**src/rtl/dram_ctrl_pkg.sv**
```systemverilog
// Shared encodings for the DRAM command scheduler: command codes, FSM states,
// handshake phases and the fixed PRE -> ACT -> RW -> IDLE successor order.
package dram_ctrl_pkg;

    localparam logic [1:0] CMD_REF = 2'b00;
    localparam logic [1:0] CMD_ACT = 2'b01;
    localparam logic [1:0] CMD_RW  = 2'b10;
    localparam logic [1:0] CMD_PRE = 2'b11;

    typedef enum logic [2:0] {
        ST_IDLE = 3'd0,
        ST_PRE  = 3'd1,
        ST_ACT  = 3'd2,
        ST_RW   = 3'd3,
        ST_REF  = 3'd4
    } state_t;

    typedef enum logic {
        PH_REQ = 1'b0,
        PH_REL = 1'b1
    } phase_t;

    function automatic logic [1:0] state_cmd(input state_t st);
        logic [1:0] c;
        case (st)
            ST_PRE:  c = CMD_PRE;
            ST_ACT:  c = CMD_ACT;
            ST_RW:   c = CMD_RW;
            default: c = CMD_REF;
        endcase
        return c;
    endfunction

    function automatic state_t state_succ(input state_t st);
        state_t n;
        case (st)
            ST_PRE:  n = ST_ACT;
            ST_ACT:  n = ST_RW;
            default: n = ST_IDLE;
        endcase
        return n;
    endfunction

endpackage

```
**src/rtl/dram_refresh_timer.sv**
```systemverilog
// Free-running refresh interval down-counter with a sticky pending flag that
// the scheduler clears once the refresh command has completed.
module dram_refresh_timer #(
    parameter int REFRESH_INTERVAL = 780
) (
    input  logic clk,
    input  logic rst,
    input  logic clear_pending,
    output logic refresh_pending
);

    localparam int TW = $clog2(REFRESH_INTERVAL);
    localparam logic [TW-1:0] RELOAD  = TW'(REFRESH_INTERVAL - 1);
    localparam logic [TW-1:0] CNT_ONE = {{(TW-1){1'b0}}, 1'b1};
    localparam logic [TW-1:0] CNT_ZERO = {TW{1'b0}};

    logic [TW-1:0] count_r;
    logic          pending_r;
    logic          expire_s;

    assign expire_s = (count_r == CNT_ZERO);

    // Interval counter and pending flag; a fresh expiry outranks a same-cycle clear
    always_ff @(posedge clk) begin
        if (rst) begin
            count_r   <= RELOAD;
            pending_r <= 1'b0;
        end else begin
            count_r <= expire_s ? RELOAD : (count_r - CNT_ONE);
            if (expire_s) begin
                pending_r <= 1'b1;
            end else if (clear_pending) begin
                pending_r <= 1'b0;
            end else begin
                pending_r <= pending_r;
            end
        end
    end

    assign refresh_pending = pending_r;

endmodule

```
**src/rtl/dram_cmd_scheduler.sv**
```systemverilog
// Converts accepted L2 read/write requests into PRE/ACT/RW sequences using a
// per-bank open-row table, inserts refreshes between sequences, 4-phase cmd handshake.
module dram_cmd_scheduler
    import dram_ctrl_pkg::*;
#(
    parameter int NUM_OF_BANKS     = 8,
    parameter int NUM_OF_ROWS      = 128,
    parameter int NUM_OF_COLS      = 8,
    parameter int REFRESH_INTERVAL = 780,
    localparam int BW  = $clog2(NUM_OF_BANKS),
    localparam int RW_ = $clog2(NUM_OF_ROWS),
    localparam int CW  = $clog2(NUM_OF_COLS)
) (
    input  logic           clk,
    input  logic           rst,
    input  logic           req_valid,
    output logic           req_ready,
    input  logic           req_rw,
    input  logic [BW-1:0]  req_bank,
    input  logic [RW_-1:0] req_row,
    input  logic [CW-1:0]  req_col,
    output logic           cmd_req,
    input  logic           cmd_ack,
    output logic [1:0]     cmd,
    output logic [BW-1:0]  cmd_bank,
    output logic [RW_-1:0] cmd_row,
    output logic [CW-1:0]  cmd_col,
    output logic           cmd_rw,
    output logic           refresh_flag,
    output logic           busy
);

    state_t         state_r, state_s;
    phase_t         phase_r, phase_s;
    logic           cmd_req_r, cmd_req_s;
    logic [1:0]     cmd_r;
    logic [BW-1:0]  cmd_bank_r;
    logic [RW_-1:0] cmd_row_r;
    logic [CW-1:0]  cmd_col_r;
    logic           cmd_rw_r;
    logic           busy_r;
    logic           refresh_flag_r;
    logic           open_r     [NUM_OF_BANKS];
    logic [RW_-1:0] open_row_r [NUM_OF_BANKS];
    logic           accept_s;
    logic           done_s;
    logic           req_ready_s;
    logic           refresh_pending_s;
    logic           clear_pending_s;

    dram_refresh_timer #(
        .REFRESH_INTERVAL(REFRESH_INTERVAL)
    ) u_refresh_timer (
        .clk            (clk),
        .rst            (rst),
        .clear_pending  (clear_pending_s),
        .refresh_pending(refresh_pending_s)
    );

    assign req_ready_s     = (state_r == ST_IDLE) && !refresh_pending_s && !rst;
    assign clear_pending_s = done_s && (state_r == ST_REF);

    // Next-state logic; cmd_req only rises while cmd_ack is low, so a stale ack is ignored
    always_comb begin
        state_s   = state_r;
        phase_s   = phase_r;
        cmd_req_s = cmd_req_r;
        accept_s  = 1'b0;
        done_s    = 1'b0;
        case (state_r)
            ST_IDLE: begin
                phase_s = PH_REQ;
                if (refresh_pending_s) begin
                    state_s   = ST_REF;
                    cmd_req_s = !cmd_ack;
                end else if (req_valid && req_ready_s) begin
                    accept_s  = 1'b1;
                    cmd_req_s = !cmd_ack;
                    if (!open_r[req_bank]) begin
                        state_s = ST_ACT;
                    end else if (open_row_r[req_bank] == req_row) begin
                        state_s = ST_RW;
                    end else begin
                        state_s = ST_PRE;
                    end
                end else begin
                    cmd_req_s = 1'b0;
                end
            end
            ST_PRE, ST_ACT, ST_RW, ST_REF: begin
                if (phase_r == PH_REQ) begin
                    if (!cmd_req_r) begin
                        cmd_req_s = !cmd_ack;
                    end else if (cmd_ack) begin
                        cmd_req_s = 1'b0;
                        phase_s   = PH_REL;
                    end else begin
                        cmd_req_s = 1'b1;
                    end
                end else begin
                    if (!cmd_ack) begin
                        done_s    = 1'b1;
                        phase_s   = PH_REQ;
                        state_s   = state_succ(state_r);
                        cmd_req_s = (state_s != ST_IDLE);
                    end else begin
                        cmd_req_s = 1'b0;
                    end
                end
            end
            default: begin
                state_s   = ST_IDLE;
                phase_s   = PH_REQ;
                cmd_req_s = 1'b0;
            end
        endcase
    end

    // FSM state and registered status/command outputs
    always_ff @(posedge clk) begin
        if (rst) begin
            state_r        <= ST_IDLE;
            phase_r        <= PH_REQ;
            cmd_req_r      <= 1'b0;
            cmd_r          <= 2'b00;
            busy_r         <= 1'b0;
            refresh_flag_r <= 1'b0;
        end else begin
            state_r        <= state_s;
            phase_r        <= phase_s;
            cmd_req_r      <= cmd_req_s;
            cmd_r          <= (state_s != ST_IDLE) ? state_cmd(state_s) : cmd_r;
            busy_r         <= (state_s != ST_IDLE);
            refresh_flag_r <= (state_s == ST_REF);
        end
    end

    // Captured request fields double as the held cmd_* address outputs
    always_ff @(posedge clk) begin
        if (rst) begin
            cmd_bank_r <= {BW{1'b0}};
            cmd_row_r  <= {RW_{1'b0}};
            cmd_col_r  <= {CW{1'b0}};
            cmd_rw_r   <= 1'b0;
        end else if (accept_s) begin
            cmd_bank_r <= req_bank;
            cmd_row_r  <= req_row;
            cmd_col_r  <= req_col;
            cmd_rw_r   <= req_rw;
        end else begin
            cmd_bank_r <= cmd_bank_r;
            cmd_row_r  <= cmd_row_r;
            cmd_col_r  <= cmd_col_r;
            cmd_rw_r   <= cmd_rw_r;
        end
    end

    // Open-row table, updated only when a PRE, ACT or REF handshake completes
    always_ff @(posedge clk) begin
        if (rst) begin
            for (int i = 0; i < NUM_OF_BANKS; i++) begin
                open_r[i]     <= 1'b0;
                open_row_r[i] <= {RW_{1'b0}};
            end
        end else if (done_s) begin
            case (state_r)
                ST_PRE: open_r[cmd_bank_r] <= 1'b0;
                ST_ACT: begin
                    open_r[cmd_bank_r]     <= 1'b1;
                    open_row_r[cmd_bank_r] <= cmd_row_r;
                end
                ST_REF: begin
                    for (int i = 0; i < NUM_OF_BANKS; i++) begin
                        open_r[i] <= 1'b0;
                    end
                end
                default: ;
            endcase
        end else begin
            for (int i = 0; i < NUM_OF_BANKS; i++) begin
                open_r[i]     <= open_r[i];
                open_row_r[i] <= open_row_r[i];
            end
        end
    end

    assign req_ready    = req_ready_s;
    assign cmd_req      = cmd_req_r;
    assign cmd          = cmd_r;
    assign cmd_bank     = cmd_bank_r;
    assign cmd_row      = cmd_row_r;
    assign cmd_col      = cmd_col_r;
    assign cmd_rw       = cmd_rw_r;
    assign busy         = busy_r;
    assign refresh_flag = refresh_flag_r;

endmodule

```
**config.mk**
```make
export PLATFORM = sky130hd
export DESIGN_NAME = dram_cmd_scheduler
export DESIGN_NICKNAME = d
export VERILOG_FILES = /design/src/rtl/dram_ctrl_pkg.sv /design/src/rtl/dram_refresh_timer.sv /design/src/rtl/dram_cmd_scheduler.sv
export SDC_FILE = /design/constraint.sdc
export NUM_CORES = 1
export LEC_CHECK = 0
export ABC_CLOCK_PERIOD_IN_PS = 4050
export BUFFER_PORTS_ARGS = -buffer_cell sky130_fd_sc_hd__buf_2
export CORE_MARGIN = 1.5
export CORE_UTILIZATION = 55
export DETAILED_ROUTE_END_ITERATION = 8
export PLACE_DENSITY = 0.74
export REMOVE_ABC_BUFFERS = 1
export SLEW_MARGIN = 10
export SYNTH_ARGS = -nofsm -noshare
export SYNTH_HDL_FRONTEND = slang
export SYNTH_HIERARCHICAL = 1
export SYNTH_SLANG_ARGS = --single-unit
```
**constraint.sdc**
```tcl
create_clock -name clk -period 4.05 [get_ports clk]
set_input_delay 0.2025 -clock clk [delete_from_list [all_inputs] [get_ports clk]]
set_output_delay 0.2025 -clock clk [all_outputs]
set_load 0.03 [all_outputs]
```
==> out/metrics.yaml <==
outcome:
  status: "finished, final reports clean"
sta:
  clock.fmax_mhz: 394.6
  setup_viol_count_final: 0
  rsz0062_at_grt: "no"
  final_max_slew_viol_count: 0
  worst_slew_pin_slew_ns: 1.171
  slew_headroom: 0.2108
  setup_slack_ns: 1.516
  fin_skew_ns: 0.007297
  whs_ns: 0.06066
  layout_min_cycle_time_ns: 2.534
  final_hold_viol_count: 0
  timing.setup.tns_ns: 0
  post-route-period-util: 0.6257
synthesis:
  synth_fa_ha_area_frac: 0.005596
  muxShareOfSynthArea: 0.09737
  synth-simple-area-share: 0.1953
  synth.distinct_cells: 46
  synth-compound-area-share: 0.07331
  synth_seq_area_share: 0.5820
  synth_area_per_cell_um2: 11.77
  synth-edff-count: 64
  synth-xor-area-share: 0.02154
  async_reset_ff_frac: 0
  ys_warn_count: 6
  ys.flop_type: "edfxtp_1"
  synthesis.instances: 380
  synth_top_family_by_area: "simple AND/OR/NAND/NOR gates"
  ys_seq_elements: 98
  netlist_area_um2: 4472
grt:
  grt.overflow.total: 0
  antenna_found_initial: 0
  grt_pass1_wl_um: 15820
  first_global_vias: 2936
  grt_usage: 0.2491
  grt_max_degree: 33
worst_setup_path:
  r2r_cells: 4
  critPathLaunchType: "flop"
  worst-setup-path-type: "reg -> reg"
  path_cells: "nor2b_1 -> nand4b_1 -> nor3_1 -> or2_2"
  required_ns: 4.10
  cp_top_family: "simple AND/OR/NAND/NOR gates"
  critical_path_arrival_ns: 2.58
  cp.depth: 4
  cp_max_fo: 9
  end_kind: "flop"
  crit_buf_inv: 0
  cpMaxStageDelayCell: "nor3_1"
  cp_slowest_stage_delay_ns: 0.77
routing:
  wire_per_inst_um: 19.27
  drt_wl_total_um: 9999
  via_per_inst: 5.854
  num_vias: 3038
  postRouteAntennaNets: 0
  drtIter0Drc: 189
  drc: 0
  first_pass_iters: 5
power_and_ir_drop:
  finalPower_uw: 1987
  ir_worst_vdd_v: 0.0002253
  p_leak_uw: 0.001835
  p_per_area_nw_per_um2: 404.8
cts:
  clock_sinks: 98
  cts_setup_buffers: 0
  cts_tree: "yes"
  cts_resized: 0
  cts_made_buffers: 9
  cts-root-buf: "clkbuf_8"
  cts_hold_buf: 0
  cts.path.max_buffers: 2
  htreeDepth: 3
  insertion_delay_ns: 0.35
  clk_pin_slew_worst_paths_ns: 0.09
floorplanning:
  die_w_um: 93.17
  start_util: 0.5728
  core_um2: 7807
  dieArea_um2: 8681
  fp.dieH_um: 93.17
  num_rows: 32
  pin_count: 38
placed_design:
  dp.final_hpwl_um: 7002
  dpl.cell_count: 503
  io_buffers: 37
  pre_cts_slack_ns: 1.518
  gp_congestion: 0.8718
hold_path:
  min_path_cells: 2
  hp-class: "in -> reg"
finish:
  seq_area_um2: 2603
  fin_cells: 519
  nNetsFinal: 432
  area_growth_syn_to_layout_pct: 9.765
  multi_input_area_um2: 1758
  antenna_cells: 0
  n_fill_cell: 666
  drive_above_1_share: 0.1703
run:
  max-cap-violations: 0
[cells in the mapped netlist (all sizes together) (3+ instances only)]
cell type | number | area share
nor3 | 4 | 0.0045
mux4 | 14 | 0.071
inv | 7 | 0.0059
and2 | 58 | 0.081
o21ai | 17 | 0.019
edfxtp | 64 | 0.43
clkbuf | 7 | 0.0059
xnor2 | 7 | 0.014
nor4 | 5 | 0.0084
o31ai | 3 | 0.0050
mux2i | 12 | 0.027
nor2b | 3 | 0.0042
a21oi | 23 | 0.026
nand3 | 3 | 0.0034
buf | 9 | 0.013
or3 | 5 | 0.0070
nand2 | 35 | 0.029
nor2 | 32 | 0.027
nand4 | 4 | 0.0056
xor2 | 4 | 0.0078
nand3b | 4 | 0.0067
dfxtp | 34 | 0.15
[path summary, 6_finish.rpt]
kind,from,to,slack (ns)
setup / recovery,phase_r,open_row_r[0][0],1.52
hold / removal,cmd_ack,cmd_req,0.06
setup reg to reg,phase_r,open_row_r[0][0],1.52
hold reg to reg,cmd_rw,cmd_rw,0.46
[sequential cells by signal, summed over array words and instances (netlist names)]
name / count
cmd: 2
cmd_rw: 1
open_row_r: 56
phase_r: 1
state_r: 3
cmd_row: 7
u_refresh_timer/count_r: 10
busy: 1
cmd_req: 1
refresh_flag: 1
cmd_bank: 3
u_refresh_timer/refresh_pending: 1
cmd_col: 3
open_r: 8
[kinds of logic after synthesis]
group / after synthesis
simple gates: 164
flops: 98
compound gates: 56
mux: 26
buf+inv: 23
xor+xnor: 11
fa+ha+maj: 2
[power breakdown]
| part | switching (µW) | internal, µW |
|---|---|---|
| clock | 322 | 344 |
| combinational | 121 | 68.6 |
| sequential | 34.0 | 1100 |
[per-layer routing]
| metal | global-route usage | part of all wire |
|---|---|---|
| met5 | 0 | 0 |
| met4 | 0.1061 | 0.030 |
| met1 | 0.3413 | 0.43 |
| met2 | 0.3923 | 0.48 |
| met3 | 0.04390 | 0.056 |
[final cells by class]
type / count / area share
clock inverters: 6 / 0.01657
flip-flops and latches: 98 / 0.5302
inverters: 7 / 0.005353
clock buffers: 10 / 0.02600
multi-input cells: 259 / 0.3581
repair buffers: 37 / 0.03773
well taps: 102 / 0.02600
[metrics by stage]
stage | cell area (µm²) | utilization
finish | 4908 | 0.6287
global route | 4908 | 0.6287
CTS | 4908 | 0.6287
detailed placement | 4700 | 0.6019
global placement | 4700 | 0.6019
floorplan | 4387 | -
[layout by cell type, fill, tap and decap left out, types with 2 or more instances in the layout]
| cell type | instances |
|---|---|
| o21ai_0 | 17 |
| nor2b_1 | 3 |
| xnor2_1 | 7 |
| a21oi_1 | 23 |
| or2_2 | 2 |
| nor4_1 | 4 |
| o31ai_1 | 3 |
| nand3b_1 | 4 |
| or3_1 | 5 |
| o211ai_1 | 2 |
| ha_1 | 2 |
| buf_2 | 37 |
| bufinv_16 | 2 |
| xor2_1 | 4 |
| mux4_2 | 14 |
| and2_1 | 58 |
| nor3_1 | 4 |
| inv_1 | 7 |
| nand4_1 | 4 |
| nand3_1 | 3 |
| and3_1 | 2 |
| clkbuf_8 | 9 |
| nand2_1 | 35 |
| a31o_2 | 2 |
| mux2i_1 | 12 |
| edfxtp_1 | 64 |
| nor2_1 | 32 |
| dfxtp_1 | 34 |
| nand2b_1 | 2 |
No activity file was read; power rests on OpenSTA's default activity.
